**src/rtl/if_stage_if.sv**
```systemverilog
// Instruction-memory request/response bundle between the fetch stage and imem.
// The request side holds req/addr steady until the cycle the response side raises ready.
interface if_stage_if #(
  parameter int WIDTH = 32
) ();
  logic             imem_req;
  logic [WIDTH-1:0] imem_addr;
  logic             imem_ready;
  logic [WIDTH-1:0] imem_rdata;

  modport master (output imem_req, imem_addr, input imem_ready, imem_rdata);
  modport slave  (input imem_req, imem_addr, output imem_ready, imem_rdata);
endinterface

```
**src/rtl/if_stage.sv**
```systemverilog
// Instruction fetch stage with IF/ID pipeline register. Owns the fetch PC, drains
// redirected in-flight requests and buffers a response that arrives during a stall.
module if_stage #(
  parameter int               WIDTH    = 32,
  parameter logic [WIDTH-1:0] RESET_PC = '0,
  parameter logic [WIDTH-1:0] NOP      = 'h13
) (
  input  logic             clk,
  input  logic             rst_n,
  input  logic             stallD,
  input  logic             flushD,
  input  logic             pcsrcE,
  input  logic             jalrE,
  input  logic [WIDTH-1:0] pctargetE,
  input  logic [WIDTH-1:0] aluresultE,
  if_stage_if.master       imem,
  output logic [WIDTH-1:0] instrD,
  output logic [WIDTH-1:0] pcD,
  output logic [WIDTH-1:0] pcplus4D,
  output logic             validD
);

  typedef enum logic [1:0] {FETCH, DRAIN, BUF} state_e;

  state_e           state_q, state_d;
  logic [WIDTH-1:0] pcf_q, pcf_d;
  logic [WIDTH-1:0] redir_q, redir_d;
  logic [WIDTH-1:0] buf_q, buf_d;
  logic [WIDTH-1:0] instrd_q, instrd_d;
  logic [WIDTH-1:0] pcd_q, pcd_d;
  logic [WIDTH-1:0] pcplus4d_q, pcplus4d_d;
  logic             validd_q, validd_d;

  logic             req;
  logic             deliver;
  logic [WIDTH-1:0] dlv_instr;
  logic [WIDTH-1:0] target;

  // jalr clears bit 0 of the computed address.
  assign target = jalrE ? (aluresultE & ~WIDTH'(1)) : pctargetE;

  // NOTE: every signal written here gets a default first so no path leaves it
  // unassigned; otherwise synthesis infers a latch.
  always_comb begin
    state_d   = state_q;
    pcf_d     = pcf_q;
    redir_d   = redir_q;
    buf_d     = buf_q;
    req       = 1'b0;
    deliver   = 1'b0;
    dlv_instr = buf_q;
    case (state_q)
      FETCH: begin
        req = 1'b1;
        if (pcsrcE) begin
          if (imem.imem_ready) begin
            pcf_d = target;
          end else begin
            redir_d = target;
            state_d = DRAIN;
          end
        end else if (imem.imem_ready) begin
          if (!stallD) begin
            deliver   = 1'b1;
            dlv_instr = imem.imem_rdata;
            pcf_d     = pcf_q + WIDTH'(4);
          end else begin
            buf_d   = imem.imem_rdata;
            state_d = BUF;
          end
        end
      end
      DRAIN: begin
        // The old request must complete before the redirected fetch can start.
        req = 1'b1;
        if (pcsrcE) redir_d = target;
        if (imem.imem_ready) begin
          pcf_d   = pcsrcE ? target : redir_q;
          state_d = FETCH;
        end
      end
      BUF: begin
        if (pcsrcE) begin
          pcf_d   = target;
          state_d = FETCH;
        end else if (!stallD) begin
          deliver = 1'b1;
          pcf_d   = pcf_q + WIDTH'(4);
          state_d = FETCH;
        end
      end
      default: state_d = FETCH;
    endcase
  end

  always_comb begin
    instrd_d   = instrd_q;
    pcd_d      = pcd_q;
    pcplus4d_d = pcplus4d_q;
    validd_d   = validd_q;
    if (flushD) begin
      instrd_d   = NOP;
      pcd_d      = '0;
      pcplus4d_d = '0;
      validd_d   = 1'b0;
    end else if (!stallD) begin
      instrd_d   = deliver ? dlv_instr : NOP;
      pcd_d      = deliver ? pcf_q : '0;
      pcplus4d_d = deliver ? pcf_q + WIDTH'(4) : '0;
      validd_d   = deliver;
    end
  end

  // NOTE: state registers use non-blocking assignments so every flop samples
  // the pre-edge value of the others; blocking is reserved for always_comb.
  always_ff @(posedge clk) begin
    if (!rst_n) begin
      state_q    <= FETCH;
      pcf_q      <= RESET_PC;
      redir_q    <= '0;
      instrd_q   <= NOP;
      pcd_q      <= '0;
      pcplus4d_q <= '0;
      validd_q   <= 1'b0;
    end else begin
      state_q    <= state_d;
      pcf_q      <= pcf_d;
      redir_q    <= redir_d;
      instrd_q   <= instrd_d;
      pcd_q      <= pcd_d;
      pcplus4d_q <= pcplus4d_d;
      validd_q   <= validd_d;
    end
  end

  // NOTE: the buffer is only read in BUF, which reset never selects, so it
  // carries no reset.
  always_ff @(posedge clk) begin
    buf_q <= buf_d;
  end

  assign imem.imem_req  = rst_n & req;
  assign imem.imem_addr = pcf_q;

  assign instrD   = instrd_q;
  assign pcD      = pcd_q;
  assign pcplus4D = pcplus4d_q;
  assign validD   = validd_q;

endmodule

```
**src/flat_wrapper.sv**
```systemverilog
// flat-port wrapper written by rule: the top's interface ports become plain ports
module if_stage_flat 
#(
  parameter int               WIDTH    = 32,
  parameter logic [WIDTH-1:0] RESET_PC = '0,
  parameter logic [WIDTH-1:0] NOP      = 'h13
)
  (clk, rst_n, stallD, flushD, pcsrcE, jalrE, pctargetE, aluresultE, instrD, pcD, pcplus4D, validD, imem_imem_req, imem_imem_addr, imem_imem_ready, imem_imem_rdata);
  if_stage_if #(.WIDTH(WIDTH)) imem_i ();
  input  logic clk;
  input  logic rst_n;
  input  logic stallD;
  input  logic flushD;
  input  logic pcsrcE;
  input  logic jalrE;
  input  logic [WIDTH-1:0] pctargetE;
  input  logic [WIDTH-1:0] aluresultE;
  output logic [WIDTH-1:0] instrD;
  output logic [WIDTH-1:0] pcD;
  output logic [WIDTH-1:0] pcplus4D;
  output logic validD;
  output wire logic [$bits(imem_i.imem_req)-1:0] imem_imem_req;
  output wire logic [$bits(imem_i.imem_addr)-1:0] imem_imem_addr;
  input wire logic [$bits(imem_i.imem_ready)-1:0] imem_imem_ready;
  input wire logic [$bits(imem_i.imem_rdata)-1:0] imem_imem_rdata;
  assign imem_imem_req = imem_i.imem_req;
  assign imem_imem_addr = imem_i.imem_addr;
  assign imem_i.imem_ready = imem_imem_ready;
  assign imem_i.imem_rdata = imem_imem_rdata;
  if_stage #(.WIDTH(WIDTH), .RESET_PC(RESET_PC), .NOP(NOP)) u_core (.clk(clk), .rst_n(rst_n), .stallD(stallD), .flushD(flushD), .pcsrcE(pcsrcE), .jalrE(jalrE), .pctargetE(pctargetE), .aluresultE(aluresultE), .imem(imem_i), .instrD(instrD), .pcD(pcD), .pcplus4D(pcplus4D), .validD(validD));
endmodule
```
**config.mk**
```make
export PLATFORM = sky130hd
export DESIGN_NAME = if_stage_flat
export DESIGN_NICKNAME = d
export VERILOG_FILES = /design/src/rtl/if_stage_if.sv /design/src/rtl/if_stage.sv /design/src/flat_wrapper.sv
export SDC_FILE = /design/constraint.sdc
export NUM_CORES = 1
export LEC_CHECK = 0
export ABC_AREA = 1
export BUFFER_PORTS_ARGS = -buffer_cell sky130_fd_sc_hd__buf_2
export CORE_AREA = 2 2 141 143
export CTS_CLUSTER_SIZE = 40
export DETAILED_ROUTE_END_ITERATION = 12
export DIE_AREA = 0 0 143 145
export GPL_ROUTABILITY_DRIVEN = 0
export PLACE_DENSITY = 0.76
export SYNTH_ARGS = -nofsm -noshare
export SYNTH_HDL_FRONTEND = slang
export SYNTH_SLANG_ARGS = --single-unit
export TNS_END_PERCENT = 10
```
**constraint.sdc**
```tcl
create_clock -name clk -period 2.95 [get_ports clk]
set_clock_uncertainty 0.1 [all_clocks]
set_input_delay 0.59 -clock clk [delete_from_list [all_inputs] [get_ports clk]]
set_output_delay 0.59 -clock clk [all_outputs]
set_load 0.01 [all_outputs]
```
==> metrics <==
result of the run finished, final reports clean; biggest area contributors in the synthesized netlist sky130_fd_sc_hd__dfxtp_1 35%, sky130_fd_sc_hd__nand2_1 20%, sky130_fd_sc_hd__a21oi_1 12%, sky130_fd_sc_hd__edfxtp_1 11%, sky130_fd_sc_hd__o21ai_0 4.2%; Synth Flop Type sky130_fd_sc_hd__dfxtp_1; all-layer global routing usage 25.28%; number of library cell types mapped by synthesis 31; mean cell area of the mapped netlist 6.927 sq um; CTS root buffer sky130_fd_sc_hd__clkbuf_16; vertical die dimension 145 microns; largest family of logic cells by synthesized area simple AND/OR/NAND/NOR gates; final setup fails 0; crit path max-delay cell type sky130_fd_sc_hd__dfxtp_1; measured slew at the worst slew-check pin 953.9 ps; fraction of final layout cells with drive strength greater than 1 19.99%; R2R Path End u_core.imem.imem_addr[18]; max frequency 0.4304 GHz; count of antenna diodes in the layout 0; most common cell type on the critical path sky130_fd_sc_hd__nand2_1; class of the most critical setup path reg -> reg; area added between synthesis and finish 20.55%; data arrival time of the critical path 2590 ps; final number of max-transition violations 0; number of hold buffers added after cts 0; number of filler instances in the final layout 1851; count of boundary I/O pins 233; Die ar. 20740 sq um; number of clock buffers inserted by TritonCTS 17; crit path from u_core.imem.imem_addr[2]; number of port buffers 231; die width 143 microns; antenna violations before repair 0; mean routed wirelength per cell 15.06 microns; max-cap check violation count 0; number of sinks handled by clock tree synthesis 193; summed instance area of the synthesized netlist 9116 sq um; area fraction in and, or, nand and nor cells after synthesis 26.10%; Hold Path Class in -> reg; setup repair after global routing missed its margin no; vias in the first global route 8079; number of vias in the routed layout 9271; most frequent standard cell in the layout excluding fill and tap cells sky130_fd_sc_hd__nand2_1; capture point of the worst path u_core.imem.imem_addr[18]; post-route DRC violation count 0; number of rows in the core area 51; synthesized net count 1420; count of flip-flops with a built-in enable after synthesis 32; worst-case headroom to the max-slew limit 36.41%; highest fanout seen on the critical path 7; total gr overflow 0; maximum VDD drop 0.0003852 V; minimum clock period after layout 2324 ps; cell area reported after detailed placement 10420 sq um; count of nets left with antenna violations after detail routing 0; fraction of synthesized area in multiplexers 0.2196%; count of yosys warnings during synthesis 0; worst hold-check slack 240.0 ps; clock network latency to the later pin of the worst-skew pair 440 ps; Synth Area in Compound Gates 19.65%; DRC violation total after the first TritonRoute iteration 948; Synth Area in XOR/XNOR 1.345%; most frequent cells in the layout 476 x sky130_fd_sc_hd__nand2_1, 230 x sky130_fd_sc_hd__buf_2, 223 x sky130_fd_sc_hd__a21oi_1, 161 x sky130_fd_sc_hd__dfxtp_1, 76 x sky130_fd_sc_hd__o21ai_0; Yosys top cell area share 35.36%; clock edge transition at the registers on the reported setup and hold paths 80 ps; Power per Cell Area 540.9 nW/um^2; post-layout util 57.21%; Worst R2R Setup Slack 630 ps; clock tree from TritonCTS built; largest net degree at the start of global routing 92; placeable core area 19210 sq um; initial cell density of the core 47.46%; CTS-repair resized insts 0; DPL Wire Length 18.30 mm; number of cells on the worst reg-to-reg path 10; Post-Synthesis Cells 1316; period utilisation layout 78.77%; Yosys reg bits 193; finished layout cell area 10990 sq um; adder-cell area share of the yosys netlist 0.1372%; Worst Setup End Kind flop; CP Data Required Time 3220 ps; number of buffers between clock root and the deepest sink 2; total wirelength of the detailed-routed design 26.75 mm; Layout Nets 1602; Critical Path Max Stage Delay 490 ps; final total negative setup slack 0 ps; number of detailed-routing iterations run before antenna repair 6; sequential cell area fraction in the yosys report 45.90%; mean number of vias per cell 5.220; leading area contributor after synthesis sky130_fd_sc_hd__dfxtp_1; crit start category flop; worst-path cell chain ha_1 -> nand2_1 -> nor2_1 -> nand2_1 -> nor2_2 -> xor2_1 -> nand2_1 -> nand2_1 -> nand2_1 -> a21oi_1; Leak 4.850 nW; post-CTS setup buffer count 0; global-route wire length before repair 42.02 mm; Reg-to-Reg Start u_core.imem.imem_addr[2]; post-synthesis async set-or-reset flop share 0%; Hold Violations, Final 0; number of levels the H-tree was split into 4
## per-stage QoR
step | instances | total power, mW | setup WS (ps)
global route | 1776 | 6.197 | 478.7
floorplan | 1316 | 3.432 | 406.9
CTS | 1776 | 5.961 | 699.8
detailed placement | 1744 | 3.742 | 663.3
finish | 1776 | 5.944 | 626.4
global placement | 1744 | 3.725 | 671.9
## critical path, delay by kind of cell, from the launching register on
kind | cells | cell delay [ps]
simple gates | 7 | 920
fa+ha+maj | 1 | 270
flops | 1 | 490
xor+xnor | 1 | 320
compound gates | 1 | 150
## synthesized netlist by cell type (7+ instances only)
master                     count
sky130_fd_sc_hd__inv_1        68
sky130_fd_sc_hd__nand3_1      23
sky130_fd_sc_hd__xor2_1       11
sky130_fd_sc_hd__clkbuf_1     65
sky130_fd_sc_hd__a21oi_1     224
sky130_fd_sc_hd__dfxtp_1     161
sky130_fd_sc_hd__o21ai_0      76
sky130_fd_sc_hd__buf_2        12
sky130_fd_sc_hd__a31oi_1       9
sky130_fd_sc_hd__nor2_1       71
sky130_fd_sc_hd__a211oi_1      7
sky130_fd_sc_hd__nand2_1     476
sky130_fd_sc_hd__edfxtp_1     32
sky130_fd_sc_hd__o21ai_1      30
sky130_fd_sc_hd__or2_2         9
sky130_fd_sc_hd__nand3b_1      7
## area by class of cell
| type | count | area (sq um) | area share (%) |
|---|---|---|---|
| multi-input cells | 968 | 4348 | 39.57 |
| flip-flops and latches | 193 | 4184 | 38.07 |
| repair buffers | 247 | 1291 | 11.75 |
| clock buffers | 17 | 425.4 | 3.871 |
| well taps | 265 | 331.6 | 3.017 |
| inverters | 71 | 266.5 | 2.425 |
| clock inverters | 15 | 142.6 | 1.298 |
## state kept, by name (all words and copies together), names as in the netlist
name	cells
u_core.pcD	32
u_core.validD	1
u_core.redir_q	32
u_core.instrD	32
u_core.buf_q	32
u_core.imem.imem_addr	32
u_core.pcplus4D	30
u_core.state_q	2
## worst min path at each step
stage / endpoint / cells after the start / slack [ps] / start
finish: u_core.buf_q[13] / 1 / 240 / imem_imem_rdata[13]
global route: u_core.buf_q[9] / 1 / 220 / imem_imem_rdata[9]
CTS: u_core.buf_q[13] / 1 / 230 / imem_imem_rdata[13]
detailed placement: u_core.pcD[27] / 2 / 350 / u_core.pcD[27]
global placement: u_core.instrD[31] / 2 / 340 / u_core.instrD[31]
floorplan: u_core.redir_q[2] / 2 / 340 / u_core.redir_q[2]
## layer usage
layer / global-route usage [%] / vias to the layer above / share of wire, %
li1: - / 4661 / -
met1: 36.75 / 4196 / 46
met2: 38.37 / 374 / 44
met3: 4.785 / 40 / 8.4
met4: 6.881 / 0 / 1.7
met5: 0 / - / 0
## where the power goes
part,internal [mW],leakage [nW],switching (mW)
combinational,0.267,2.97,0.520
clock,1.12,0.276,1.12
sequential,2.79,1.61,0.124
total,4.18,4.85,1.77
## kinds of logic after synthesis
| logic type | after synthesis |
|---|---|
| and+or+nand+nor | 601 |
| muxes | 2 |
| AOI/OAI and AO/OA | 350 |
| buffers and inverters | 155 |
| adders and majority gates | 1 |
| xor gates and xnor gates | 14 |
| DFF | 193 |
Note: power is estimated with default switching activity, not from simulation.
